--- src/rtl/dcache_axi_burst_arb.sv ---
// ----------------------------------------------------------------------------
// dcache_axi_burst_arb
//   Shares one data-cache memory port between NUM_REQ burst requesters
//   (refill, writeback, uncached). Round-robin arbitration in IDLE, grant
//   locked for the whole burst, write/read beats counted against the
//   request length, port released only once the burst has completed.
//
// Ports
//   clk_i, rst_ni          clock (rising edge), async active-low reset
//   req_valid_i/write_i    per-requester command valid / direction
//   req_addr_i/len_i       packed per-requester address / length (beats-1)
//   req_accept_o           one-hot command accept (IDLE cycle of the pick)
//   req_wvalid_i           per-requester write beat valid
//   req_waccept_o          write beat accepted, grantee only
//   req_done_o             one-hot burst completion pulse
//   grant_o                current owner, one-hot, zero when idle
//   outport_*              command / write-beat / response side to the bridge
// ----------------------------------------------------------------------------
module dcache_axi_burst_arb #(
    parameter int NUM_REQ = 2,
    parameter int ADDR_W  = 32,
    parameter int LEN_W   = 8
) (
    input  logic                      clk_i,
    input  logic                      rst_ni,
    input  logic [NUM_REQ-1:0]        req_valid_i,
    input  logic [NUM_REQ-1:0]        req_write_i,
    input  logic [NUM_REQ*ADDR_W-1:0] req_addr_i,
    input  logic [NUM_REQ*LEN_W-1:0]  req_len_i,
    output logic [NUM_REQ-1:0]        req_accept_o,
    input  logic [NUM_REQ-1:0]        req_wvalid_i,
    output logic [NUM_REQ-1:0]        req_waccept_o,
    output logic [NUM_REQ-1:0]        req_done_o,
    output logic [NUM_REQ-1:0]        grant_o,
    output logic                      outport_valid_o,
    output logic                      outport_write_o,
    output logic [ADDR_W-1:0]         outport_addr_o,
    output logic [LEN_W-1:0]          outport_len_o,
    input  logic                      outport_accept_i,
    output logic                      outport_wvalid_o,
    input  logic                      outport_waccept_i,
    input  logic                      outport_rvalid_i,
    input  logic                      outport_bvalid_i
);

    localparam int IDX_W = (NUM_REQ > 1) ? $clog2(NUM_REQ) : 1;

    typedef enum logic [2:0] {
        S_IDLE,
        S_ISSUE,
        S_WDATA,
        S_WRESP,
        S_RDATA
    } state_t;

    state_t             state;
    logic [IDX_W-1:0]   rr_ptr;
    logic [IDX_W-1:0]   grant_idx;
    logic [LEN_W-1:0]   beat_cnt;

    logic               pick_found;
    logic [IDX_W-1:0]   pick_idx;
    logic [IDX_W-1:0]   cand_idx;
    logic               wvalid_g;
    logic               beat_ok;
    logic               done_now;

    function automatic logic [NUM_REQ-1:0] onehot(input logic [IDX_W-1:0] i);
        onehot    = '0;
        onehot[i] = 1'b1;
    endfunction

    // First valid requester at or after rr_ptr, wrapping.
    always_comb begin
        pick_found = 1'b0;
        pick_idx   = '0;
        cand_idx   = '0;
        for (int unsigned k = 0; k < NUM_REQ; k++) begin
            cand_idx = IDX_W'((32'(rr_ptr) + k) % NUM_REQ);
            if (!pick_found && req_valid_i[cand_idx]) begin
                pick_found = 1'b1;
                pick_idx   = cand_idx;
            end
        end
    end

    assign wvalid_g = req_wvalid_i[grant_idx];
    assign beat_ok  = (state == S_WDATA) && wvalid_g && outport_waccept_i;
    assign done_now = ((state == S_WRESP) && outport_bvalid_i) ||
                      ((state == S_RDATA) && outport_rvalid_i && (beat_cnt == '0));

    // Accept is gated by reset so a requester never sees a pick the FSM
    // cannot take while reset is held.
    assign req_accept_o     = ((state == S_IDLE) && rst_ni && pick_found) ? onehot(pick_idx) : '0;
    assign req_waccept_o    = beat_ok ? grant_o : '0;
    assign req_done_o       = done_now ? grant_o : '0;
    assign outport_valid_o  = (state == S_ISSUE);
    assign outport_wvalid_o = (state == S_WDATA) && wvalid_g;

    always_ff @(posedge clk_i or negedge rst_ni) begin
        if (!rst_ni) begin
            state           <= S_IDLE;
            rr_ptr          <= '0;
            grant_idx       <= '0;
            grant_o         <= '0;
            beat_cnt        <= '0;
            outport_addr_o  <= '0;
            outport_len_o   <= '0;
            outport_write_o <= 1'b0;
        end else begin
            case (state)
                S_IDLE: begin
                    if (pick_found) begin
                        grant_o         <= onehot(pick_idx);
                        grant_idx       <= pick_idx;
                        outport_addr_o  <= req_addr_i[pick_idx*ADDR_W +: ADDR_W];
                        outport_len_o   <= req_len_i[pick_idx*LEN_W +: LEN_W];
                        outport_write_o <= req_write_i[pick_idx];
                        state           <= S_ISSUE;
                    end
                end
                S_ISSUE: begin
                    if (outport_accept_i) begin
                        beat_cnt <= outport_len_o;
                        state    <= outport_write_o ? S_WDATA : S_RDATA;
                    end
                end
                S_WDATA: begin
                    if (beat_ok) begin
                        if (beat_cnt != '0) beat_cnt <= beat_cnt - 1'b1;
                        else                state    <= S_WRESP;
                    end
                end
                S_RDATA: begin
                    if (outport_rvalid_i && (beat_cnt != '0))
                        beat_cnt <= beat_cnt - 1'b1;
                end
                default: ;
            endcase

            // Completion from either RDATA or WRESP releases the port.
            if (done_now) begin
                grant_o <= '0;
                rr_ptr  <= (grant_idx == IDX_W'(NUM_REQ - 1)) ? '0 : grant_idx + 1'b1;
                state   <= S_IDLE;
            end
        end
    end

endmodule

--- config.mk ---
export PLATFORM = sky130hd
export DESIGN_NAME = dcache_axi_burst_arb
export DESIGN_NICKNAME = d
export VERILOG_FILES = /design/src/rtl/dcache_axi_burst_arb.sv
export SDC_FILE = /design/constraint.sdc
export NUM_CORES = 1
export LEC_CHECK = 0
export ABC_AREA = 1
export CAP_MARGIN = 5
export CORE_UTILIZATION = 45
export DETAILED_ROUTE_END_ITERATION = 10
export PLACE_DENSITY = 0.85
export SLEW_MARGIN = 20
export SYNTH_ARGS = -nofsm -noshare
export SYNTH_HDL_FRONTEND = slang
export SYNTH_SLANG_ARGS = --single-unit
--- constraint.sdc ---
create_clock -name clk_i -period 3.58 [get_ports clk_i]
set_input_delay 0.537 -clock clk_i [delete_from_list [all_inputs] [get_ports clk_i]]
set_output_delay 0.537 -clock clk_i [all_outputs]
set_load 0.005 [all_outputs]
==> results.sh <==
export IMPL_outcome="complete, no violations"
export IMPL_wl_met3_um=741
export IMPL_grt_pass1_vias=3113
export IMPL_rsz0062_at_grt="no"
export IMPL_antennaDiodeCount=0
export IMPL_finClkSkew_ns=0.008939
export IMPL_finalHoldViolCount=0
export IMPL_ir_worst_vdd_mv=0.4664
export IMPL_num_rows=29
export IMPL_wl_per_cell_um=16.16
export IMPL_wl_met2_mm=4.749
export IMPL_preCtsSetupSlack_ns=0.8036
export IMPL_layout_common_cells="clkdlybuf4s50_1 (141), nand2_1 (103), dfrtp_1 (56)"
export IMPL_drt_pass1_iterations=7
export IMPL_worstMarginPinSlew_ns=0.7232
export IMPL_cp_endpoint="req_done_o[1]"
export IMPL_rrSetupSlack_ns=1.61
export IMPL_die_h_um=85.28
export IMPL_finalSetupViolCount=0
export IMPL_r2r_end="outport_addr_o[15]$_DFFE_PN0P_"
export IMPL_tritoncts="built"
export IMPL_regToRegStartpoint="state[1]$_DFFE_PN0P_"
export IMPL_dr_max_layer_used="met4"
export IMPL_syn_nets=464
export IMPL_drv_cap=0
export IMPL_cts_max_path_buffers=2
export IMPL_setup_tns_ns=0
export IMPL_netSwitchingFraction=0.4036
export IMPL_grt_pass1_wl_mm=14.75
export IMPL_wl_met1_mm=3.777
export IMPL_antenna_found_initial=0
export IMPL_power_density_mw_per_mm2=831.2
export IMPL_yosys_warnings=0
export IMPL_syn2layout_area_growth_pct=49.68
export IMPL_n_fill_cell=523
export IMPL_synth_distinct_cells=32
export IMPL_netlist_area_mm2=0.003120
export IMPL_cts_root_buf="clkbuf_8"
export IMPL_slew_headroom=0.5179
export IMPL_synth_top_area_cell="dfrtp_1"
export IMPL_ioPinCount=143
export IMPL_fmax_ghz=0.3530
export IMPL_die_width_um=85.28
export IMPL_synth_sequential_area_ratio=0.4491
export IMPL_dp_cells=576
export IMPL_synth_area_leaders="dfrtp_1 (45%), nand2_1 (12%), a2bb2oi_1 (7.3%)"
export IMPL_hold_class="in -> async"
export IMPL_hpwl_mm=6.940
export IMPL_cts_clk_slew_worst_paths_ns=0.10
export IMPL_comb_power_share=0.581
export IMPL_core_region_area_mm2=0.006531
export IMPL_leakage_nw=2.077
export IMPL_hold_buffers=0
export IMPL_reg2reg_depth=7
export IMPL_postRouteAntennaNets=0
export IMPL_clockPowerShare=0.108
export IMPL_grt_start_max_net_pins=57
export IMPL_syn_avg_cell_area_um2=8.434
export IMPL_setup_slack_ns=0.7472
export IMPL_layout_commonest_cell="clkdlybuf4s50_1"
export IMPL_routed_wirelength_mm=9.435
export IMPL_clock_sinks=56
export IMPL_postCtsSetupRepairBufs=0
export IMPL_pwr_share_seq=0.311
export IMPL_initial_core_util=0.4778
export IMPL_multi_input_area_mm2=0.001474
export IMPL_synth_seq_cells=56
export IMPL_worstPathMaxFanout=6
export IMPL_drc=0
export IMPL_syn_inst=370
export IMPL_clock_latency_ns=0.30
export IMPL_worstSetupPathType="reg -> out"
export IMPL_track_usage=0.2586
export IMPL_final_nets=600
export IMPL_end_kind="primary output"
export IMPL_num_vias=3130
export IMPL_intPower_mw=2.315
export IMPL_final_layout_size_suffix_gt1_frac=0.09665
export IMPL_cp_required_ns=3.04
export IMPL_grt_overflow_total=0
export IMPL_fin_crit_ns=2.833
export IMPL_ff_latch_area_mm2=0.001401
export IMPL_drt_initial_drc_count=113
export IMPL_maxSlewViolCount=0
export IMPL_yosys_area_top_type_share=0.4491
export IMPL_port_buffers=142
export IMPL_cts_resized=0
export IMPL_htreeDepth=2
export IMPL_min_period_over_period=0.7913
export IMPL_gp_congestion=0.8575
export IMPL_startpoint_type="flop"
export IMPL_dieArea_mm2=0.007272
export IMPL_cts_buffers=5
export IMPL_cp_startpoint="beat_cnt[0]$_DFFE_PN0P_"
export IMPL_p_switching_mw=1.567
export IMPL_arrival_ns=2.30
export IMPL_viasPerCell=5.360
export IMPL_stdcell_count=584
[kinds of logic (layout without fill, tap and decap cells)]
| logic type | Yosys count | after routing | synth area share |
|---|---|---|---|
| fa+ha+maj | 2 | 2 | 0.008018 |
| buf+inv | 54 | 191 | 0.07859 |
| compound gates | 99 | 99 | 0.2374 |
| flops | 56 | 56 | 0.4491 |
| simple gates | 159 | 159 | 0.2269 |
[stage by stage]
stage	util	total power [mW]	hold slack [ns]	area (um^2)
floorplan	-	2.553	0.2414	3120
CTS	0.7151	3.893	0.4025	4671
detailed placement	0.6981	3.457	0.4937	4559
global route	0.7151	4.157	0.4342	4671
global placement	0.6981	3.391	0.4857	4559
finish	0.7151	3.882	0.3656	4671
[power by group through the flow]
stage                     sequential (mW)  clock (mW)  combinational, mW
after floorplan                      1.19           0               1.36
after global placement               1.20           0               2.19
after detailed placement             1.21           0               2.25
after CTS                            1.21       0.429               2.26
after global routing                 1.25       0.450               2.46
final                                1.21       0.419               2.26
[registers in the layout, summed over array words and instances (netlist names)]
register / cells
outport_addr_o: 32
grant_idx: 1
state: 3
grant_o: 2
beat_cnt: 8
outport_len_o: 8
outport_write_o: 1
rr_ptr: 1
[synthesized netlist by cell type, drive strengths merged]
| library cell | count |
|---|---|
| ha | 2 |
| nand4 | 5 |
| nor3 | 1 |
| buf | 10 |
| nor2 | 26 |
| nand2 | 108 |
| a21oi | 44 |
| o21ai | 12 |
| clkbuf | 7 |
| dfrtp | 56 |
| inv | 37 |
| or2 | 1 |
| o22ai | 1 |
| nand3 | 18 |
| a2bb2oi | 36 |
| a211oi | 1 |
| a22oi | 5 |
[per-layer routing]
| metal | track usage | vias up |
|---|---|---|
| met5 | 0 | - |
| met4 | 0.06970 | 0 |
| met3 | 0.07588 | 14 |
| met2 | 0.4589 | 111 |
| met1 | 0.3062 | 1495 |
| li1 | - | 1510 |
[worst min-delay path by stage]
stage | from | endpoint | slack, ns | depth (start not counted)
floorplan | rst_ni | beat_cnt[0]$_DFFE_PN0P_ | 0.24 | 0
global placement | beat_cnt[1]$_DFFE_PN0P_ | beat_cnt[1]$_DFFE_PN0P_ | 0.49 | 2
detailed placement | beat_cnt[0]$_DFFE_PN0P_ | beat_cnt[0]$_DFFE_PN0P_ | 0.49 | 2
CTS | rst_ni | state[1]$_DFFE_PN0P_ | 0.40 | 2
global route | rst_ni | state[0]$_DFFE_PN0P_ | 0.43 | 2
finish | rst_ni | state[1]$_DFFE_PN0P_ | 0.37 | 2
[critical path: stages, from the launching register on]
cell and delay (ns):
dfrtp_1 0.41, inv_1 0.16, ha_1 0.21, nand2_1 0.13, nor2_4 0.17, nand2_1 0.08
nand2_2 0.15, inv_2 0.08, nor2_1 0.09, clkdlybuf4s50_1 0.52
[layout make-up]
cell class,instances,area share
clock inverter,3,0.009108
clock buffer,5,0.01473
tap,77,0.02063
inverter,37,0.03027
multi-input combinational,260,0.3156
sequential,56,0.3000
timing repair buffer,146,0.3097
(Power assumes the default switching activity.)
